### src/rtl/mult_share_arbiter_pkg.sv
// mult_pkg: shared state encoding and widths for the shared multiplier block
package mult_pkg;
  typedef enum logic [1:0] {IDLE, CALC, RESP} state_t;
  localparam int MULT_W = 6;
  localparam int PROD_W = 12;
  localparam int CNT_W = 4;
endpackage

### src/rtl/mult_share_arbiter_if.sv
// mult_share_arbiter_if: operand and result handshakes for both requesters
interface mult_share_arbiter_if import mult_pkg::*; #(parameter int W = MULT_W);
  logic req0_valid, req0_ready, rsp0_valid, rsp0_ready;
  logic req1_valid, req1_ready, rsp1_valid, rsp1_ready;
  logic [W-1:0] req0_a, req0_b, req1_a, req1_b;
  logic [2*W-1:0] product;
  modport master (
    output req0_valid, req0_a, req0_b, rsp0_ready, req1_valid, req1_a, req1_b, rsp1_ready,
    input req0_ready, rsp0_valid, req1_ready, rsp1_valid, product
  );
  modport slave (
    input req0_valid, req0_a, req0_b, rsp0_ready, req1_valid, req1_a, req1_b, rsp1_ready,
    output req0_ready, rsp0_valid, req1_ready, rsp1_valid, product
  );
endinterface

### src/rtl/mult_share_arbiter_mult.sv
// unsigned_array_mult: combinational unsigned array multiplier, one adder row per multiplier bit
module unsigned_array_mult import mult_pkg::*; #(parameter int W = MULT_W) (
  input  logic [W-1:0]   a,
  input  logic [W-1:0]   b,
  output logic [2*W-1:0] p
);
  logic [2*W-1:0] s [W+1];
  assign s[0] = '0;
  for (genvar i = 0; i < W; i++) begin : g_row
    assign s[i+1] = s[i] + ({{W{1'b0}}, a & {W{b[i]}}} << i);
  end
  assign p = s[W];
endmodule

### src/rtl/mult_share_arbiter.sv
// mult_share_arbiter: round-robin sharing of one multi-cycle 6x6 multiplier between two requesters
module mult_share_arbiter import mult_pkg::*; #(
  parameter int W = MULT_W,
  parameter int SETTLE = 1
) (
  input  logic                clk,
  input  logic                rst_n,
  mult_share_arbiter_if.slave bus,
  output logic                busy,
  output logic [15:0]         done_cnt
);
  state_t state;
  logic rr_ptr, gid, g, any;
  logic [W-1:0] a_r, b_r;
  logic [CNT_W-1:0] cnt;
  logic [2*W-1:0] m;
  assign any = bus.req0_valid | bus.req1_valid;
  assign g = (bus.req0_valid & bus.req1_valid) ? rr_ptr : bus.req1_valid;
  assign bus.req0_ready = rst_n & (state == IDLE) & any & ~g;
  assign bus.req1_ready = rst_n & (state == IDLE) & any & g;
  assign busy = state != IDLE;
  unsigned_array_mult #(.W(W)) u_mult (.a(a_r), .b(b_r), .p(m));
  // accept a granted operand, let the multiplier settle, then hold the product until consumed
  always_ff @(posedge clk or negedge rst_n) begin
    if (!rst_n) begin
      state <= IDLE;
      rr_ptr <= 1'b0;
      gid <= 1'b0;
      a_r <= '0;
      b_r <= '0;
      cnt <= '0;
      bus.product <= '0;
      bus.rsp0_valid <= 1'b0;
      bus.rsp1_valid <= 1'b0;
      done_cnt <= '0;
    end else begin
      case (state)
        IDLE: if (any) begin
          a_r <= g ? bus.req1_a : bus.req0_a;
          b_r <= g ? bus.req1_b : bus.req0_b;
          gid <= g;
          cnt <= CNT_W'(SETTLE - 1);
          state <= CALC;
        end
        CALC: if (cnt == '0) begin
          bus.product <= m;
          bus.rsp0_valid <= ~gid;
          bus.rsp1_valid <= gid;
          state <= RESP;
        end else cnt <= cnt - 1'b1;
        RESP: if (gid ? bus.rsp1_ready : bus.rsp0_ready) begin
          bus.rsp0_valid <= 1'b0;
          bus.rsp1_valid <= 1'b0;
          done_cnt <= done_cnt + 16'd1;
          rr_ptr <= ~gid;
          state <= IDLE;
        end
        default: state <= IDLE;
      endcase
    end
  end
endmodule

### src/flat_wrapper.sv
// flat-port wrapper written by rule: the top's interface ports become plain ports
module mult_share_arbiter_flat import mult_pkg::*;
#(
  parameter int W = MULT_W,
  parameter int SETTLE = 1
)
  (clk, rst_n, busy, done_cnt, bus_req0_valid, bus_req0_a, bus_req0_b, bus_rsp0_ready, bus_req1_valid, bus_req1_a, bus_req1_b, bus_rsp1_ready, bus_req0_ready, bus_rsp0_valid, bus_req1_ready, bus_rsp1_valid, bus_product);
  mult_share_arbiter_if #(.W(W)) bus_i ();
  input  logic clk;
  input  logic rst_n;
  output logic busy;
  output logic [15:0] done_cnt;
  input wire logic [$bits(bus_i.req0_valid)-1:0] bus_req0_valid;
  input wire logic [$bits(bus_i.req0_a)-1:0] bus_req0_a;
  input wire logic [$bits(bus_i.req0_b)-1:0] bus_req0_b;
  input wire logic [$bits(bus_i.rsp0_ready)-1:0] bus_rsp0_ready;
  input wire logic [$bits(bus_i.req1_valid)-1:0] bus_req1_valid;
  input wire logic [$bits(bus_i.req1_a)-1:0] bus_req1_a;
  input wire logic [$bits(bus_i.req1_b)-1:0] bus_req1_b;
  input wire logic [$bits(bus_i.rsp1_ready)-1:0] bus_rsp1_ready;
  output wire logic [$bits(bus_i.req0_ready)-1:0] bus_req0_ready;
  output wire logic [$bits(bus_i.rsp0_valid)-1:0] bus_rsp0_valid;
  output wire logic [$bits(bus_i.req1_ready)-1:0] bus_req1_ready;
  output wire logic [$bits(bus_i.rsp1_valid)-1:0] bus_rsp1_valid;
  output wire logic [$bits(bus_i.product)-1:0] bus_product;
  assign bus_i.req0_valid = bus_req0_valid;
  assign bus_i.req0_a = bus_req0_a;
  assign bus_i.req0_b = bus_req0_b;
  assign bus_i.rsp0_ready = bus_rsp0_ready;
  assign bus_i.req1_valid = bus_req1_valid;
  assign bus_i.req1_a = bus_req1_a;
  assign bus_i.req1_b = bus_req1_b;
  assign bus_i.rsp1_ready = bus_rsp1_ready;
  assign bus_req0_ready = bus_i.req0_ready;
  assign bus_rsp0_valid = bus_i.rsp0_valid;
  assign bus_req1_ready = bus_i.req1_ready;
  assign bus_rsp1_valid = bus_i.rsp1_valid;
  assign bus_product = bus_i.product;
  mult_share_arbiter #(.W(W), .SETTLE(SETTLE)) u_core (.clk(clk), .rst_n(rst_n), .bus(bus_i), .busy(busy), .done_cnt(done_cnt));
endmodule
### config.mk
export PLATFORM = sky130hd
export DESIGN_NAME = mult_share_arbiter_flat
export DESIGN_NICKNAME = d
export VERILOG_FILES = /design/src/rtl/mult_share_arbiter_pkg.sv /design/src/rtl/mult_share_arbiter_if.sv /design/src/rtl/mult_share_arbiter_mult.sv /design/src/rtl/mult_share_arbiter.sv /design/src/flat_wrapper.sv
export SDC_FILE = /design/constraint.sdc
export NUM_CORES = 1
export LEC_CHECK = 0
export ABC_CLOCK_PERIOD_IN_PS = 11700
export CAP_MARGIN = 20
export CELL_PAD_IN_SITES_DETAIL_PLACEMENT = 1
export CELL_PAD_IN_SITES_GLOBAL_PLACEMENT = 1
export CORE_UTILIZATION = 43
export DETAILED_ROUTE_END_ITERATION = 8
export GPL_ROUTABILITY_DRIVEN = 0
export PLACE_DENSITY = 0.89
export SYNTH_ARGS = -nofsm -noshare
export SYNTH_HDL_FRONTEND = slang
export SYNTH_SLANG_ARGS = --single-unit
### constraint.sdc
create_clock -name clk -period 11.7 [get_ports clk]
set_input_delay 2.34 -clock clk [delete_from_list [all_inputs] [get_ports clk]]
set_output_delay 2.34 -clock clk [all_outputs]
set_load 0.01 [all_outputs]
======== Yosys cells after proc, flatten, opt, wreduce, memory -nomap -nowiden ========
Index checks and enable logic that the tools add are counted.
word-level totals
  register bits ........................... 50
  input bits .............................. 30
cells by class
  reduce and logical (&&, ||, !) cells .... 11
  equal/unequal tests ..................... 6
  $add $sub $neg .......................... 7
  bitwise logic cells ..................... 14
  mux-type cells .......................... 16
operators with widths
  kind                     number
  $and A6 B6 Y6            6
  $add A16 B1 Y16 const B  1
  $add A12 B10 Y12         1
  $add A12 B11 Y12         1
  $mux W6                  2
  $add A9 B9 Y10           1
  $add A8 B8 Y9            1
  $reduce_and A3 Y1        3
  $add A6 B7 Y8            1
  $mux W4                  2
  $pmux W4 S2              1
  $mux W2                  3
  $ne A2 B1 Y1 const B     3
  $pmux W2 S3              1
  $reduce_and A2 Y1        3
  $reduce_bool A2 Y1       3
  $and A1 B1 Y1            5
  $mux W1                  5
  $logic_not A4 Y1         1
  $pmux W1 S2              2
  $sub A4 B1 Y4 const B    1
  $eq A2 B1 Y1 const B     1
  $eq A2 B2 Y1 const B     1
  $logic_not A2 Y1         1
  other kinds (3)          4

======== Depth between registers and ports, before layout ========
  depth in word-level cells ............... 6
  mapped depth ............................ 17
  gate-level depth less buffers ........... 17

======== Modules after synthesis ========
Synthesis repeated with hierarchy kept, for this count alone.
unflattened totals
  cell total of the unflattened synthesis .. 346
  area, all modules ....................... 3,384.5 um^2
modules (own cells, without submodules)
  module               times used  area each (um^2)  cells an instance
  mult_share_arbiter   1           2,245.9           214
  unsigned_array_mult  1           1,138.6           132

======== Worst setup path before layout ========
No wires, ideal clock.
  path type ............................... input to output
  start point ............................. input port bus_req0_valid
  end point ............................... output port bus_req0_ready
  path slack .............................. 6.030 ns
  data arrival time ....................... 3.330 ns
  path buffers ............................ 1
  stages .................................. 4
  cell sequence ........................... inv_1 o21ai_1 buf_2 and3_1
on the way
  word-level cells in the longest chain between the ends .. 4
RTL lines
  element          line                      source
  start, declared  flat_wrapper.sv:13        input wire logic [$bits(bus_i.req0_valid)-1:0] bus_req0_valid;
  $and A1 B1 Y1    mult_share_arbiter.sv:18  assign g = (bus.req0_valid & bus.req1_valid) ? rr_ptr : bus.req1_valid;
  $mux W1          mult_share_arbiter.sv:18
  $not A1 Y1       mult_share_arbiter.sv:19  assign bus.req0_ready = rst_n & (state == IDLE) & any & ~g;
  $and A1 B1 Y1 *  mult_share_arbiter.sv:19
  end, declared    flat_wrapper.sv:21        output wire logic [$bits(bus_i.req0_ready)-1:0] bus_req0_ready;
Every way passes the cells marked *; elsewhere a longest branch is shown, timed or not.

======== Worst setup path after layout ========
Same ends and word-level chain as after synthesis.

==> results_dict.tcl <==
set metrics [dict create \
    grt_pass1_wl_um 13280 \
    initial_core_util_pct 44.68 \
    drive_above_1_share_pct 3.695 \
    fin_hold_ws_ps 488.0 \
    slew_viol_final 0 \
    die_y_um 89.05 \
    synth_xor_area_share_pct 6.452 \
    r2r_slack_ps 7050 \
    drtAntennaViolNets 0 \
    yosys-top-cells-area "dfrtp_1, fa_1, ha_1" \
    post_cts_buffers 0 \
    fillers 856 \
    yosys_register_bits 50 \
    synth_fp_nets 409 \
    required_ps 9360 \
    crit_fanout 29 \
    antenna_found_initial 0 \
    cts_tree "done" \
    grt_overflow 0 \
    maxCapViolations 0 \
    vias_per_cell 5.200 \
    drc 0 \
    synth_top_cell_by_area "dfrtp_1" \
    design_area_um2 4073 \
    ioPinCount 63 \
    dp_hpwl_um 6093 \
    yosys.area_share.simple_pct 20.58 \
    timing.final.crit_share_pct 57.99 \
    nNetsFinal 472 \
    die_area_um2 7929 \
    synth_common_cells "dfrtp_1, nand2_1, nor2_1" \
    rsz0062_at_grt "no" \
    synth-main-ff-cell "dfrtp_1" \
    hold_class "flop to flop" \
    die_x_um 89.05 \
    core_um2 7292 \
    placed_area_um2 3975 \
    slew_headroom_pct 32.98 \
    rows 31 \
    critPathLaunchType "primary input" \
    clock_skew_ps 7.691 \
    status "finished, final reports clean" \
    ys_seq_area_share_pct 38.40 \
    yosysWarningCount 0 \
    end_kind "output pin" \
    clock_sinks 50 \
    yosysTopAreaCellShare_pct 38.40 \
    crit_type "primary input to output pin" \
    setup_viol 0 \
    synth_compound_area_share_pct 7.604 \
    post_cts_resized 0 \
    async_reset_ff_share_pct 100.0 \
    wl_per_cell_um 15.31 \
    max_freq_ghz 0.1474 \
    clk_path_buf_depth 2 \
    clk_latency_ps 310 \
    synth_area_per_cell_um2 9.527 \
    syn_area_um2 3258 \
    grt_pass1_vias 2776 \
    h-tree-depth 2 \
    diodes 0 \
    finalSetupTns_ps 0 \
    ys_types 40 \
    drtIter0Drc 74 \
    numPortBuffers 62 \
    clockRootBuffer "clkbuf_8" \
    track_usage_pct 21.73 \
    synthMuxAreaShare_pct 4.724 \
    worstPathArrival_ps 4450 \
    cts_buffers 5 \
    hold_violations 0 \
    yosysMostFrequentCell "dfrtp_1" \
    grt_max_degree 53 \
    worstMarginPinSlew_ps 1004 \
    vias 2626 \
    synth_edf_count 0 \
    layout_min_cycle_time_ps 6785 \
    postSynthCellCount 342 \
    synthToLayoutAreaGrowth_pct 25.00 \
    synth_fa_ha_area_share_pct 17.67 \
    clkTransAtPathRegs_ps 110 \
    synth_top_family_by_area "simple AND/OR/NAND/NOR gates" \
    holdBufCountCts 0 \
    wl_um 7730 \
    firstDrtPassIters 4 \
]
## kinds of logic after synthesis
group                    Yosys count
XOR/XNOR                          24
multiplexers                      15
adder cells (fa/ha/maj)           37
AO/OA/AOI/OAI                     42
AND/OR/NAND/NOR                  137
buffers and inverters             37
flip-flops                        50
## through the flow
| step | setup slack (ps) | std cells | utilization (%) |
|---|---|---|---|
| 2_1_floorplan | 6030 | 342 | - |
| 3_3_place_gp | 4960 | 497 | 54.51 |
| 3_5_place_dp | 4915 | 497 | 54.51 |
| 4_1_cts | 4905 | 505 | 55.85 |
| 5_1_grt | 4720 | 505 | 55.85 |
| 6_report | 4915 | 505 | 55.85 |
## worst paths after layout
check                                     from  depth (start not counted)                      to
setup / recovery                bus_req0_valid                          5          bus_req0_ready
hold / removal             u_core.done_cnt[15]                          1     u_core.done_cnt[15]
setup reg to reg                 u_core.a_r[0]                         14  u_core.bus.product[10]
hold reg to reg            u_core.done_cnt[15]                          1     u_core.done_cnt[15]
max in group asynchronous                rst_n                          2           u_core.a_r[1]
min in group asynchronous                rst_n                          2     u_core.done_cnt[12]
## metal layers
metal / vias up / wire length [um] / global-route usage, % / part of all wire (%)
li1: 1247 / - / - / -
met4: 0 / 112 / 5.051 / 1.4
met3: 13 / 208 / 3.509 / 2.7
met2: 57 / 4023 / 38.88 / 52
met1: 1309 / 3385 / 27.68 / 44
met5: - / 0 / 0 / 0
## placed cells by master (no fill, tap or decap), types with 4 or more instances in the layout
cell,instances
clkdlybuf4s50_1,61
dfrtp_1,50
nand2_1,45
nor2_1,31
inv_1,29
and2_1,25
ha_1,22
a21oi_1,20
fa_1,15
xor2_1,13
mux2i_1,12
xnor2_1,11
nand3_1,10
clkbuf_8,5
o21ai_0,4
o21ai_1,4
nor3_1,4
a211oi_1,4
## worst max-delay path, cell delays in order
cell             delay, ps
clkdlybuf4s50_1        500
nor2_1                  60
nor2_2                 750
and3_1                 260
clkdlybuf4s50_1        530
## area by class of cell
| cell class | instances | area [um2] | share of cell area [%] |
|---|---|---|---|
| timing repair buffer | 64 | 630.6 | 15.48 |
| tap | 99 | 123.9 | 3.041 |
| clock inverter | 3 | 28.78 | 0.7066 |
| inverter | 29 | 108.9 | 2.673 |
| multi-input combinational | 255 | 1861 | 45.68 |
| sequential | 50 | 1251 | 30.72 |
| clock buffer | 5 | 68.82 | 1.690 |
## flip-flops by register name (all words and copies together) (netlist names)
name and cells:
u_core.bus.product 12, u_core.rr_ptr 1, u_core.done_cnt 16, u_core.b_r 6
u_core.state 2, u_core.a_r 6, u_core.cnt 4, u_core.bus.rsp1_valid 1
u_core.gid 1, u_core.bus.rsp0_valid 1
Power is not shown: default switching activity piles up to over one toggle a cycle in this logic, so the estimate is an artifact.
